--- src/rtl/svm_norm_pkg.sv ---
// Shared types and widths for the fixed-point normaliser and its downstream consumers.
package svm_norm_pkg;

    localparam int unsigned NORM_W = 16;
    localparam int unsigned EXP_W  = $clog2(NORM_W);

    typedef struct packed {
        logic [NORM_W-1:0] mant;
        logic [EXP_W-1:0]  exp;
        logic              sign;
        logic              zero;
    } norm_res_t;

endpackage

--- src/rtl/detect_pos_first_one.sv ---
// Leading-zero count of a word: distance of the leading one from the MSB, 0 for a zero word.
module detect_pos_first_one #(
    parameter int unsigned D_WIDTH = 16
) (
    input  logic [D_WIDTH-1:0]         data_i,
    output logic [$clog2(D_WIDTH)-1:0] pos_o
);

    localparam int unsigned POS_W = $clog2(D_WIDTH);

    // Scan upward so the highest set bit wins.
    always_comb begin
        pos_o = '0;
        for (int i = 0; i < int'(D_WIDTH); i++) begin
            if (data_i[i]) begin
                pos_o = POS_W'(int'(D_WIDTH) - 1 - i);
            end
        end
    end

endmodule

--- src/rtl/lz_normalizer.sv ---
// Two-stage valid/ready normaliser: left-justifies a fixed-point word and reports exponent, sign and zero.
module lz_normalizer
    import svm_norm_pkg::*;
#(
    parameter int unsigned D_WIDTH = NORM_W,
    parameter bit          SIGNED  = 1'b0
) (
    input  logic                       clk,
    input  logic                       rst,
    input  logic [D_WIDTH-1:0]         data_i,
    input  logic                       valid_i,
    output logic                       ready_o,
    output logic                       valid_o,
    input  logic                       ready_i,
    output logic [D_WIDTH-1:0]         mant_o,
    output logic [$clog2(D_WIDTH)-1:0] exp_o,
    output logic                       sign_o,
    output logic                       zero_o
);

    localparam int unsigned E_W = $clog2(D_WIDTH);

    // Same layout as norm_res_t, sized by this instance's width.
    typedef struct packed {
        logic [D_WIDTH-1:0] mant;
        logic [E_W-1:0]     exp;
        logic               sign;
        logic               zero;
    } res_t;

    logic               adv2;
    logic               accept;
    logic               neg;
    logic [D_WIDTH-1:0] mag;
    logic [E_W-1:0]     lz;

    logic               s1_valid;
    logic [D_WIDTH-1:0] s1_mag;
    logic [E_W-1:0]     s1_lz;
    logic               s1_sign;
    logic               s1_zero;

    res_t               s2;
    res_t               s2_next;

    assign adv2    = !valid_o || ready_i;
    assign ready_o = !rst && (!s1_valid || adv2);
    assign accept  = valid_i && ready_o;

    // Most-negative input negates to 2^(D_WIDTH-1), which is exact as unsigned.
    assign neg = SIGNED && data_i[D_WIDTH-1];
    assign mag = neg ? D_WIDTH'(~data_i + 1'b1) : data_i;

    detect_pos_first_one #(
        .D_WIDTH (D_WIDTH)
    ) u_lod (
        .data_i (mag),
        .pos_o  (lz)
    );

    always_ff @(posedge clk) begin
        if (rst) begin
            s1_valid <= 1'b0;
            s1_mag   <= '0;
            s1_lz    <= '0;
            s1_sign  <= 1'b0;
            s1_zero  <= 1'b0;
        end else if (accept) begin
            s1_valid <= 1'b1;
            s1_mag   <= mag;
            s1_lz    <= lz;
            s1_sign  <= neg;
            s1_zero  <= (mag == '0);
        end else if (s1_valid && adv2) begin
            s1_valid <= 1'b0;
        end
    end

    // The detector reports 0 for a zero word, so zero must force every field.
    always_comb begin
        s2_next      = '0;
        s2_next.zero = s1_zero;
        if (!s1_zero) begin
            s2_next.mant = s1_mag << s1_lz;
            s2_next.exp  = E_W'(D_WIDTH - 1) - s1_lz;
            s2_next.sign = s1_sign;
        end
    end

    always_ff @(posedge clk) begin
        if (rst) begin
            s2      <= '0;
            valid_o <= 1'b0;
        end else if (s1_valid && adv2) begin
            s2      <= s2_next;
            valid_o <= 1'b1;
        end else if (ready_i) begin
            valid_o <= 1'b0;
        end
    end

    assign mant_o = s2.mant;
    assign exp_o  = s2.exp;
    assign sign_o = s2.sign;
    assign zero_o = s2.zero;

endmodule

--- config.mk ---
export PLATFORM = sky130hd
export DESIGN_NAME = lz_normalizer
export DESIGN_NICKNAME = d
export VERILOG_FILES = /design/src/rtl/svm_norm_pkg.sv /design/src/rtl/detect_pos_first_one.sv /design/src/rtl/lz_normalizer.sv
export SDC_FILE = /design/constraint.sdc
export NUM_CORES = 1
export LEC_CHECK = 0
export BUFFER_PORTS_ARGS = -buffer_cell sky130_fd_sc_hd__buf_2
export CORE_MARGIN = 2
export CORE_UTILIZATION = 48
export CTS_CLUSTER_DIAMETER = 100
export DETAILED_ROUTE_END_ITERATION = 12
export GPL_ROUTABILITY_DRIVEN = 0
export PLACE_DENSITY = 0.78
export SYNTH_ARGS = -nofsm -noshare
export SYNTH_HDL_FRONTEND = slang
export SYNTH_SLANG_ARGS = --single-unit
export TNS_END_PERCENT = 100
--- constraint.sdc ---
create_clock -name clk -period 2.01 [get_ports clk]
set_clock_uncertainty 0.05 [all_clocks]
set_input_delay 0.402 -clock clk [delete_from_list [all_inputs] [get_ports clk]]
set_output_delay 0.402 -clock clk [all_outputs]
set_load 0.1 [all_outputs]
[Word-level counts from Yosys, hierarchy flattened]
Index checks and enable logic that the tools add are counted.
Word-level totals
  output and inout port bits: 24
  input bits: 20
  register bits: 45
Operators by class
  shifts and indexed selects: 1
  reduce and logical (&&, ||, !) cells: 11
  add/subtract/negate cells: 1
  multiplexer cells: 21
Operators by type and width (count)
  2-to-1 mux 4 bit: 16
  2-to-1 mux 21 bit: 1
  logical NOT 16 bit: 1
  left shift 16 x 4 -> 16 bit: 1
  2-to-1 mux 1 bit: 4
  nonzero test 2 bit: 2
  subtractor 4 bit (first input constant): 1
  logical AND 1 bit: 3
  logical NOT 1 bit: 3
  logical OR 1 bit: 2

[Longest topological paths before layout]
Gate-level depths: netlist (run 1).
  depth after elaboration: 16
  gate-level depth with buffers: 7
  gate-level depth less buffers: 5

[Hierarchy]
From an unflattened synthesis (run 1), not the netlist that was laid out.
Second synthesis, totals
  cells, all modules: 278
  area, all modules: 2492.4 um2
By module, submodules not included
  lz_normalizer: instances 1, cells an instance 247, area an instance 2313.5 um2, seq. area each 880.8 um2
  detect_pos_first_one: instances 1, cells an instance 31, area an instance 178.9 um2, seq. area each 0.0 um2

[Worst setup path after synthesis (run 1)]
No wires, ideal clock.
  kind: register to register
  start: register valid_o
  end: register s1_zero
  arrival time: 3.526 ns
  data required time: 1.891 ns
  clock period less this slack: 3.645 ns
  library setup time: 0.069 ns
  setup slack: -1.635 ns
  cell stages (with the launch flop): 6
  cells stage by stage: dfxtp_1 nor2b_1 a21oi_1 nand2_1 or3b_1 o21ai_1
On the way
  cells in the longest elaborated chain, start to end: 5
RTL lines
  start, declared: line lz_normalizer.sv:13  | output logic valid_o,
  start signal, assigned: line lz_normalizer.sv:93  | valid_o <= 1'b0;
  start signal, assigned: line lz_normalizer.sv:96  | valid_o <= 1'b1;
  start signal, assigned: line lz_normalizer.sv:98  | valid_o <= 1'b0;
  logical NOT 1 bit: line lz_normalizer.sv:46  | assign adv2 = !valid_o || ready_i;
  logical OR 1 bit: line lz_normalizer.sv:46
  logical OR 1 bit: line lz_normalizer.sv:47  | assign ready_o = !rst && (!s1_valid || adv2);
  logical AND 1 bit: line lz_normalizer.sv:47
  net ready_o: line lz_normalizer.sv:12  | output logic ready_o,
  logical AND 1 bit: line lz_normalizer.sv:48  | assign accept = valid_i && ready_o;
  end signal, assigned: line lz_normalizer.sv:73  | s1_zero <= (mag == '0);
  end, declared: line lz_normalizer.sv:41  | logic s1_zero;
The timed path passes the listed nets, and every way through them passes these cells.
A chain may end at the register's enable or synchronous reset.

[Final worst setup path (run 1)]
  start: register s1_valid
  end: register s2 (netlist bit mant_o[10])
On the way
  cells in the longest elaborated chain, start to end: 1
RTL lines
  start, declared: line lz_normalizer.sv:37  | logic s1_valid;
  start signal, assigned: line lz_normalizer.sv:63  | s1_valid <= 1'b0;
  start signal, assigned: line lz_normalizer.sv:69  | s1_valid <= 1'b1;
  start signal, assigned: line lz_normalizer.sv:75  | s1_valid <= 1'b0;
  logical AND 1 bit: line lz_normalizer.sv:94  | end else if (s1_valid && adv2) begin
  end signal, assigned: line lz_normalizer.sv:95  | s2 <= s2_next;
  end, declared: line lz_normalizer.sv:43  | res_t s2;
Every way passes these cells.

==> results_dict.tcl, run 1 <==
set metrics [dict create \
    synth_flop_cell "dfxtp_1" \
    status "finished clean" \
    peakVddDrop_mv 0.280 \
    synthCells 291 \
    htree_levels 2 \
    antenna_found_initial 0 \
    cts_setup_buffers 0 \
    crit_end "mant_o[10]" \
    async_flop_share_pct 0 \
    rr_startpoint "s1_valid" \
    hold_viol 0 \
    relSlewSlack_pct 54.6 \
    ios 44 \
    seq_area_frac_synth_pct 36.9 \
    fin_cells 397 \
    ys_ff_latch 44 \
    synth_top_cell_by_area "dfxtp_1" \
    synth.most_common_cell "dfxtp_1" \
    routed_wl_um 5600 \
    setup_tns_ps 0 \
    rsz0062_at_grt "no" \
    crit_chain "nand2_1, nor4_2, a31oi_1, a21oi_1" \
    syn_area_mm2 0.00238 \
    grt_max_degree 43 \
    final-setup-viol-count 0 \
    grt_pass1_wl_um 9110 \
    grt.total_usage_pct 21.3 \
    syn_to_final_growth_pct 18.0 \
    core_mm2 0.00475 \
    clockBufferDepth 2 \
    cp_slowest_stage_delay_ps 540 \
    drtIter0Drc 98 \
    clockRootBuffer "clkbuf_8" \
    power_uw 2010 \
    io_buffers 42 \
    worstPathMaxFanout 11 \
    insertion_delay_ps 300 \
    fill_cells 467 \
    initial_utilization_pct 50.2 \
    diodes 0 \
    crit_family "simple AND/OR/NAND/NOR gates" \
    hold_class "in2reg" \
    cp_slowest_cell "dfxtp_1" \
    crit_arrival_ps 1970 \
    clkSinkCount 44 \
    yosysUniqueCellTypes 42 \
    worst-path-buf-inv 0 \
    path_depth 4 \
    period_share_pct 89.1 \
    nets 350 \
    hold_buffers 0 \
    grt_pass1_vias 1949 \
    gr-total-overflow 0 \
    fmax_mhz 558 \
    power_density_mw_per_mm2 714 \
    drive_gt1_share_pct 22.1 \
    power_leakage_uw 0.00106 \
    die_area_mm2 0.00555 \
    first_pass_iters 4 \
    worst_r2r_endpoint "mant_o[10]" \
    cp-start-kind "register" \
    synthTopCellsByCount "dfxtp_1, nand2_1, nor2_1" \
    worst_slew_pin_slew_ps 663 \
    synth_top_cell_area_share_pct 36.9 \
    avgSynthCellArea_um2 8.20 \
    die_y_um 74.5 \
    viasPerCell 5.59 \
    rows 25 \
    criticalPathCategory "reg2reg" \
    reg2reg_depth 4 \
    dp_hpwl_um 4120 \
    synth_enable_flop_cells 0 \
    cts_resized 0 \
    die_w_um 74.5 \
    synthTopCellsByArea "dfxtp_1, mux2i_1, nand2_1, nand2b_1, o21ai_1" \
    cts_buffers 5 \
    dpl_worst_slack_ps 135 \
    drc 0 \
    yosys_warnings 0 \
    rrSetupSlack_ps 220 \
    post_drt_wl_per_cell_um 14.1 \
    antenna_left 0 \
    fin_ws_ps 218 \
    max_cap_violations 0 \
    cts.clk_slew.worst_paths_ps 80 \
    cp-end-kind "register" \
    startpoint "s1_valid" \
    synth.net_count 311 \
    cts_tree "yes" \
    dp.cells 390 \
    num_vias 2218 \
    fin_crit_ps 1790 \
    slew_viol_final 0 \
    cp.required_ps 2190 \
]
## flip-flops by register name (all words and copies together), names as in the netlist
signal and flops:
mant_o 16, s1_mag 16, exp_o 4, s1_lz 4, s1_valid 1, s1_zero 1, valid_o 1, zero_o 1
## worst reg2reg max path, stage by stage, from the launching register on
cell and delay (ps):
dfxtp_1 540, nand2_1 330, nor4_2 490, a31oi_1 170
a21oi_1 150
## metal layers
| layer | vias to the layer above | wire (µm) | track usage (%) |
|---|---|---|---|
| li1 | 1114 | - | - |
| met1 | 1036 | 2660 | 28.0 |
| met2 | 60 | 2620 | 35.6 |
| met3 | 8 | 267 | 5.01 |
| met4 | 0 | 56 | 4.96 |
| met5 | - | 0 | 0 |
## worst min path at each step
stage	from	to	slack [ps]	depth (start not counted)
CTS	data_i[7]	s1_mag[7]	280	3
detailed placement	exp_o[1]	exp_o[1]	400	2
global placement	exp_o[1]	exp_o[1]	390	2
floorplan	s1_mag[15]	s1_mag[15]	380	2
finish	data_i[7]	s1_mag[7]	290	3
global route	data_i[5]	s1_mag[5]	300	3
## layout make-up
type | instances | area (µm²) | share of cell area, %
Inverter | 5 | 18.8 | 0.667
Multi-Input combinational cell | 221 | 1410 | 50.1
Tap cell | 67 | 83.8 | 2.98
Sequential cell | 44 | 885 | 31.4
Clock buffer | 7 | 96.3 | 3.42
Timing Repair Buffer | 53 | 320 | 11.4
## per-stage QoR
step | hold slack [ps] | cell area [µm²] | utilization (%)
after global placement | 391 | 2720 | 57.2
after CTS | 284 | 2810 | 59.2
after detailed placement | 396 | 2720 | 57.2
final | 286 | 2810 | 59.2
after floorplan | 382 | 2420 | -
after global routing | 300 | 2810 | 59.2
## cell families (layout without fill, tap and decap cells)
kind of cell / after synthesis / in the layout / synth area share [%]
simple gates: 112 / 112 / 23.6
compound gates: 78 / 78 / 19.7
flops: 44 / 44 / 36.9
mux: 30 / 30 / 14.6
buf+inv: 26 / 65 / 5.04
other cells: 1 / 1 / 0.157
## cells in the final DEF, fill, tap and decap left out, drive strengths merged, types with 2 or more instances in the layout
cell type  instances
buf               53
dfxtp             44
nand2             34
nor2              27
o21ai             26
a21oi             20
nand2b            19
mux2i             19
a22oi             11
mux2               8
nand3b             7
clkbuf             7
nand3              6
inv                5
nor4               5
o21a               4
nand4              4
mux4               3
o31ai              3
a31oi              3
a211oi             3
or3                2
o211ai             2
nor3               2
o22ai              2
nor2b              2
## report_power, final
part / switching, µW / total (µW) / internal [µW]
Clock: 293 / 599 / 306
Sequential: 41.3 / 956 / 915
Combinational: 313 / 453 / 140
(Power assumes the default switching activity.)
==> run 2, diff against run 1 <==
--- a/config.mk
+++ b/config.mk
@@ -12,6 +12,7 @@
 export DETAILED_ROUTE_END_ITERATION = 12
 export GPL_ROUTABILITY_DRIVEN = 0
 export PLACE_DENSITY = 0.78
+export RECOVER_POWER = 100
 export SYNTH_ARGS = -nofsm -noshare
 export SYNTH_HDL_FRONTEND = slang
 export SYNTH_SLANG_ARGS = --single-unit
==> results_dict.tcl, run 2 (synthesis gave the netlist of run 1 again) <==
set metrics [dict create \
    status "finished clean" \
    grt_pass1_vias 1949 \
    antenna_found_initial 0 \
    diodes 0 \
    cts_setup_buffers 0 \
    cp-end-kind "register" \
    layout_common_cells "dfxtp_1, nand2_1, nor2_1, clkbuf_2, o21ai_0" \
    clockRootBuffer "clkbuf_8" \
    cts.clk_slew.worst_paths_ps 80 \
    hold_start "data_i[7]" \
    fin_crit_ps 1860 \
    drc 0 \
    cp-start-kind "register" \
    viasPerCell 5.53 \
    hold_viol 0 \
    drive_gt1_share_pct 20.3 \
    nets 350 \
    final_area_mm2 0.00276 \
    ios 44 \
    cts_resized 0 \
    die_y_um 74.5 \
    crit_chain "clkbuf_4, mux2_1, o21ai_0, mux2_2, o22ai_1" \
    hold_buffers 0 \
    drtIter0Drc 133 \
    slew_viol_final 0 \
    routed_wl_um 5670 \
    cts_buffers 5 \
    grt_max_degree 43 \
    power_density_mw_per_mm2 725 \
    clockBufferDepth 2 \
    cp_slowest_stage_delay_ps 360 \
    fin_util_pct 57.9 \
    syn_to_final_growth_pct 15.5 \
    worstPathMaxFanout 26 \
    grt.total_usage_pct 21.3 \
    die_area_mm2 0.00555 \
    dpl_worst_slack_ps 135 \
    antenna_left 0 \
    fill_cells 477 \
    num_vias 2196 \
    fin_ws_ps 148 \
    max_cap_violations 0 \
    timing.hold.ws_ps 281 \
    grt_pass1_wl_um 9110 \
    worst_slew_pin_slew_ps 661 \
    dp_hpwl_um 4120 \
    insertion_delay_ps 300 \
    hold_class "in2reg" \
    rrSetupSlack_ps 150 \
    power_leakage_uw 0.00102 \
    layout_commonest_cell "dfxtp_1" \
    setup_tns_ps 0 \
    criticalPathCategory "reg2reg" \
    crit_arrival_ps 1990 \
    die_w_um 74.5 \
    final-setup-viol-count 0 \
    cp_slowest_cell "clkbuf_4" \
    first_pass_iters 7 \
    core_mm2 0.00475 \
    htree_levels 2 \
    gr-total-overflow 0 \
    fmax_mhz 537 \
    io_buffers 42 \
    rr_startpoint "s1_lz[1]" \
    startpoint "s1_lz[1]" \
    clkSinkCount 44 \
    relSlewSlack_pct 54.8 \
    post_drt_wl_per_cell_um 14.3 \
    place_area_mm2 0.00272 \
    cp.required_ps 2140 \
    initial_utilization_pct 50.2 \
    cts_tree "yes" \
    period_share_pct 92.6 \
    rsz0062_at_grt "no" \
    rows 25 \
    peakVddDrop_mv 0.281 \
]
run 2: changes by cell type in the layout (fill, tap and decap cells not counted), moves of 2 or more:
cell | before | now
clkbuf_2 | 0 | 23
buf_2 | 41 | 20
o21ai_0 | 3 | 21
o21ai_1 | 23 | 5
buf_4 | 10 | 6
clkbuf_1 | 0 | 3
buf_12 | 2 | 0
run 2: layout make-up:
cell class	count	area, µm²	share of cell area (%)
sequential	44	881	32.0
timing repair buffer	53	279	10.1
tap	67	83.8	3.04
multi-input combinational	221	1400	50.7
clock buffer	7	96.3	3.50
inverter	5	18.8	0.681
run 2: per-stage QoR:
stage,power [µW],instances
after CTS,2010,397
final,2000,397
after global placement,1420,390
after detailed placement,1430,390
after floorplan,1310,291
after global routing,2080,397
run 2: worst paths after layout:
path | cells past startpoint | endpoint
hold / removal | 3 | s1_mag[7]
setup reg to reg | 5 | mant_o[8]
setup / recovery | 5 | mant_o[8]
hold reg to reg | 2 | exp_o[2]
run 2: critical path, delay by kind of cell, from the launching register on:
family / cells / cell delay (ps)
flip-flops: 1 / 310
AO/OA/AOI/OAI: 2 / 430
multiplexers: 2 / 600
buffers and inverters: 1 / 360
run 2: power by group:
part           internal, µW  leakage, µW  switching [µW]  total, µW
combinational           128     0.000607             310        438
sequential              916     0.000360            42.1        958
clock                   306    0.0000503             297        603
run 2: layer usage:
layer / up-vias / GRT usage, % / part of all wire [%]
met5: - / 0 / 0
met4: 0 / 4.96 / 0.85
met3: 5 / 5.01 / 3.8
met2: 52 / 35.6 / 47
met1: 1026 / 28.0 / 49
li1: 1113 / - / -
==> run 3, diff against run 2 <==
--- a/config.mk
+++ b/config.mk
@@ -6,12 +6,14 @@
 export NUM_CORES = 1
 export LEC_CHECK = 0
 export BUFFER_PORTS_ARGS = -buffer_cell sky130_fd_sc_hd__buf_2
+export CELL_PAD_IN_SITES_DETAIL_PLACEMENT = 1
+export CELL_PAD_IN_SITES_GLOBAL_PLACEMENT = 2
 export CORE_MARGIN = 2
-export CORE_UTILIZATION = 48
+export CORE_UTILIZATION = 32
 export CTS_CLUSTER_DIAMETER = 100
 export DETAILED_ROUTE_END_ITERATION = 12
 export GPL_ROUTABILITY_DRIVEN = 0
-export PLACE_DENSITY = 0.78
+export PLACE_DENSITY = 0.86
 export RECOVER_POWER = 100
 export SYNTH_ARGS = -nofsm -noshare
 export SYNTH_HDL_FRONTEND = slang
==> results_dict.tcl, run 3 (synthesis gave the netlist of run 1 again) <==
set metrics [dict create \
    post_drt_wl_per_cell_um 14.8 \
    cp-end-kind "register" \
    power_frac_comb_pct 20.7 \
    die_area_mm2 0.00816 \
    gr-total-overflow 0 \
    clkPwrFrac_pct 34.8 \
    switching_share_pct 30.8 \
    max_cap_violations 0 \
    layout_common_cells "dfxtp_1, nand2_1, nor2_1, clkbuf_2, a21oi_1" \
    power.internal_uw 1490 \
    htree_levels 2 \
    nets 349 \
    hold_class "in2reg" \
    die_y_um 90.3 \
    peakVddDrop_mv 0.300 \
    fin_cells 429 \
    rrSetupSlack_ps 160 \
    die_w_um 90.3 \
    routed_wl_um 6350 \
    grt_max_degree 34 \
    netSwitchingPower_uw 663 \
    cts_resized 0 \
    fin_util_pct 39.1 \
    rows 31 \
    io_buffers 42 \
    holdPathStages 3 \
    dp_hpwl_um 4810 \
    diodes 0 \
    cts.clk_slew.worst_paths_ps 80 \
    cts_setup_buffers 0 \
    power_density_mw_per_mm2 759 \
    first_pass_iters 4 \
    ios 44 \
    viasPerCell 5.11 \
    worst_r2r_endpoint "mant_o[12]" \
    initial_utilization_pct 32.9 \
    cts_buffers 5 \
    worst_slew_pin_slew_ps 716 \
    clkSinkCount 44 \
    hold_viol 0 \
    period_share_pct 91.8 \
    fmax_mhz 542 \
    cp.required_ps 2190 \
    crit_arrival_ps 2020 \
    status "finished clean" \
    cts_tree "yes" \
    antenna_found_initial 0 \
    final-setup-viol-count 0 \
    clockRootBuffer "clkbuf_8" \
    setup_tns_ps 0 \
    fin_crit_ps 1850 \
    hold_start "data_i[7]" \
    worstPathMaxFanout 20 \
    power_leakage_uw 0.00104 \
    num_vias 2193 \
    slew_viol_final 0 \
    relSlewSlack_pct 52.2 \
    drive_gt1_share_pct 20.0 \
    layout_commonest_cell "dfxtp_1" \
    reg2reg_depth 6 \
    grt_pass1_vias 2175 \
    cp-start-kind "register" \
    dp.cells 421 \
    hold_buffers 0 \
    drc 0 \
    fill_cells 908 \
    seq_power_share_pct 44.5 \
    drtIter0Drc 80 \
    rsz0062_at_grt "no" \
    criticalPathCategory "reg2reg" \
    insertion_delay_ps 300 \
    grt.total_usage_pct 16.1 \
    grt_pass1_wl_um 10900 \
    place_area_mm2 0.00276 \
    syn_to_final_growth_pct 18.8 \
    core_mm2 0.00725 \
    clockBufferDepth 2 \
    rr_startpoint "s1_lz[0]" \
    hold_end "s1_mag[7]" \
    antenna_left 0 \
    final_area_mm2 0.00283 \
]
run 3: worst max-delay path: stages, from the launching register on:
cell	delay [ps]
dfxtp_1	350
buf_4	220
nor3b_1	630
nand3_1	150
o31ai_1	100
a21oi_1	120
a31oi_1	160
run 3: cell type report:
class	count	area [µm²]	area share, %
Tap cell	99	124	4.37
Timing Repair Buffer	52	307	10.8
Inverter	5	18.8	0.662
Clock inverter	1	30.0	1.06
Sequential cell	44	881	31.1
Multi-Input combinational cell	221	1380	48.6
Clock buffer	7	96.3	3.40
run 3: per-stage QoR:
| step | total power, µW | setup WS, ps | hold WS [ps] |
|---|---|---|---|
| after global routing | 2250 | 22.4 | 300 |
| after detailed placement | 1440 | 150 | 401 |
| final | 2150 | 164 | 279 |
| after global placement | 1430 | 239 | 390 |
| after CTS | 2190 | 185 | 273 |
| after floorplan | 1310 | 10.3 | 382 |
run 3: power by group through the flow:
stage | Combinational (µW) | Sequential, µW | Clock [µW]
2_1_floorplan | 221 | 1090 | 0
3_3_place_gp | 458 | 975 | 0
3_5_place_dp | 462 | 977 | 0
4_1_cts | 464 | 956 | 766
5_1_grt | 483 | 965 | 806
6_report | 446 | 957 | 747
run 3: worst max path at each step:
stage / from / to / slack, ps / cells after the start
3_5_place_dp: ready_i / mant_o[10] / 150 / 6
5_1_grt: s1_lz[0] / mant_o[12] / 20 / 6
3_3_place_gp: ready_i / mant_o[10] / 240 / 6
2_1_floorplan: valid_o / s1_mag[15] / 10 / 7
6_report: s1_lz[0] / mant_o[12] / 160 / 6
4_1_cts: s1_lz[0] / mant_o[12] / 180 / 6
run 3: metal layers:
layer / part of all wire [%] / wire length, µm / global-route usage (%)
met1: 51 / 3220 / 22.3
met2: 45 / 2850 / 26.1
met3: 3.7 / 232 / 3.26
met4: 0.72 / 46 / 3.33
met5: 0 / 0 / 0
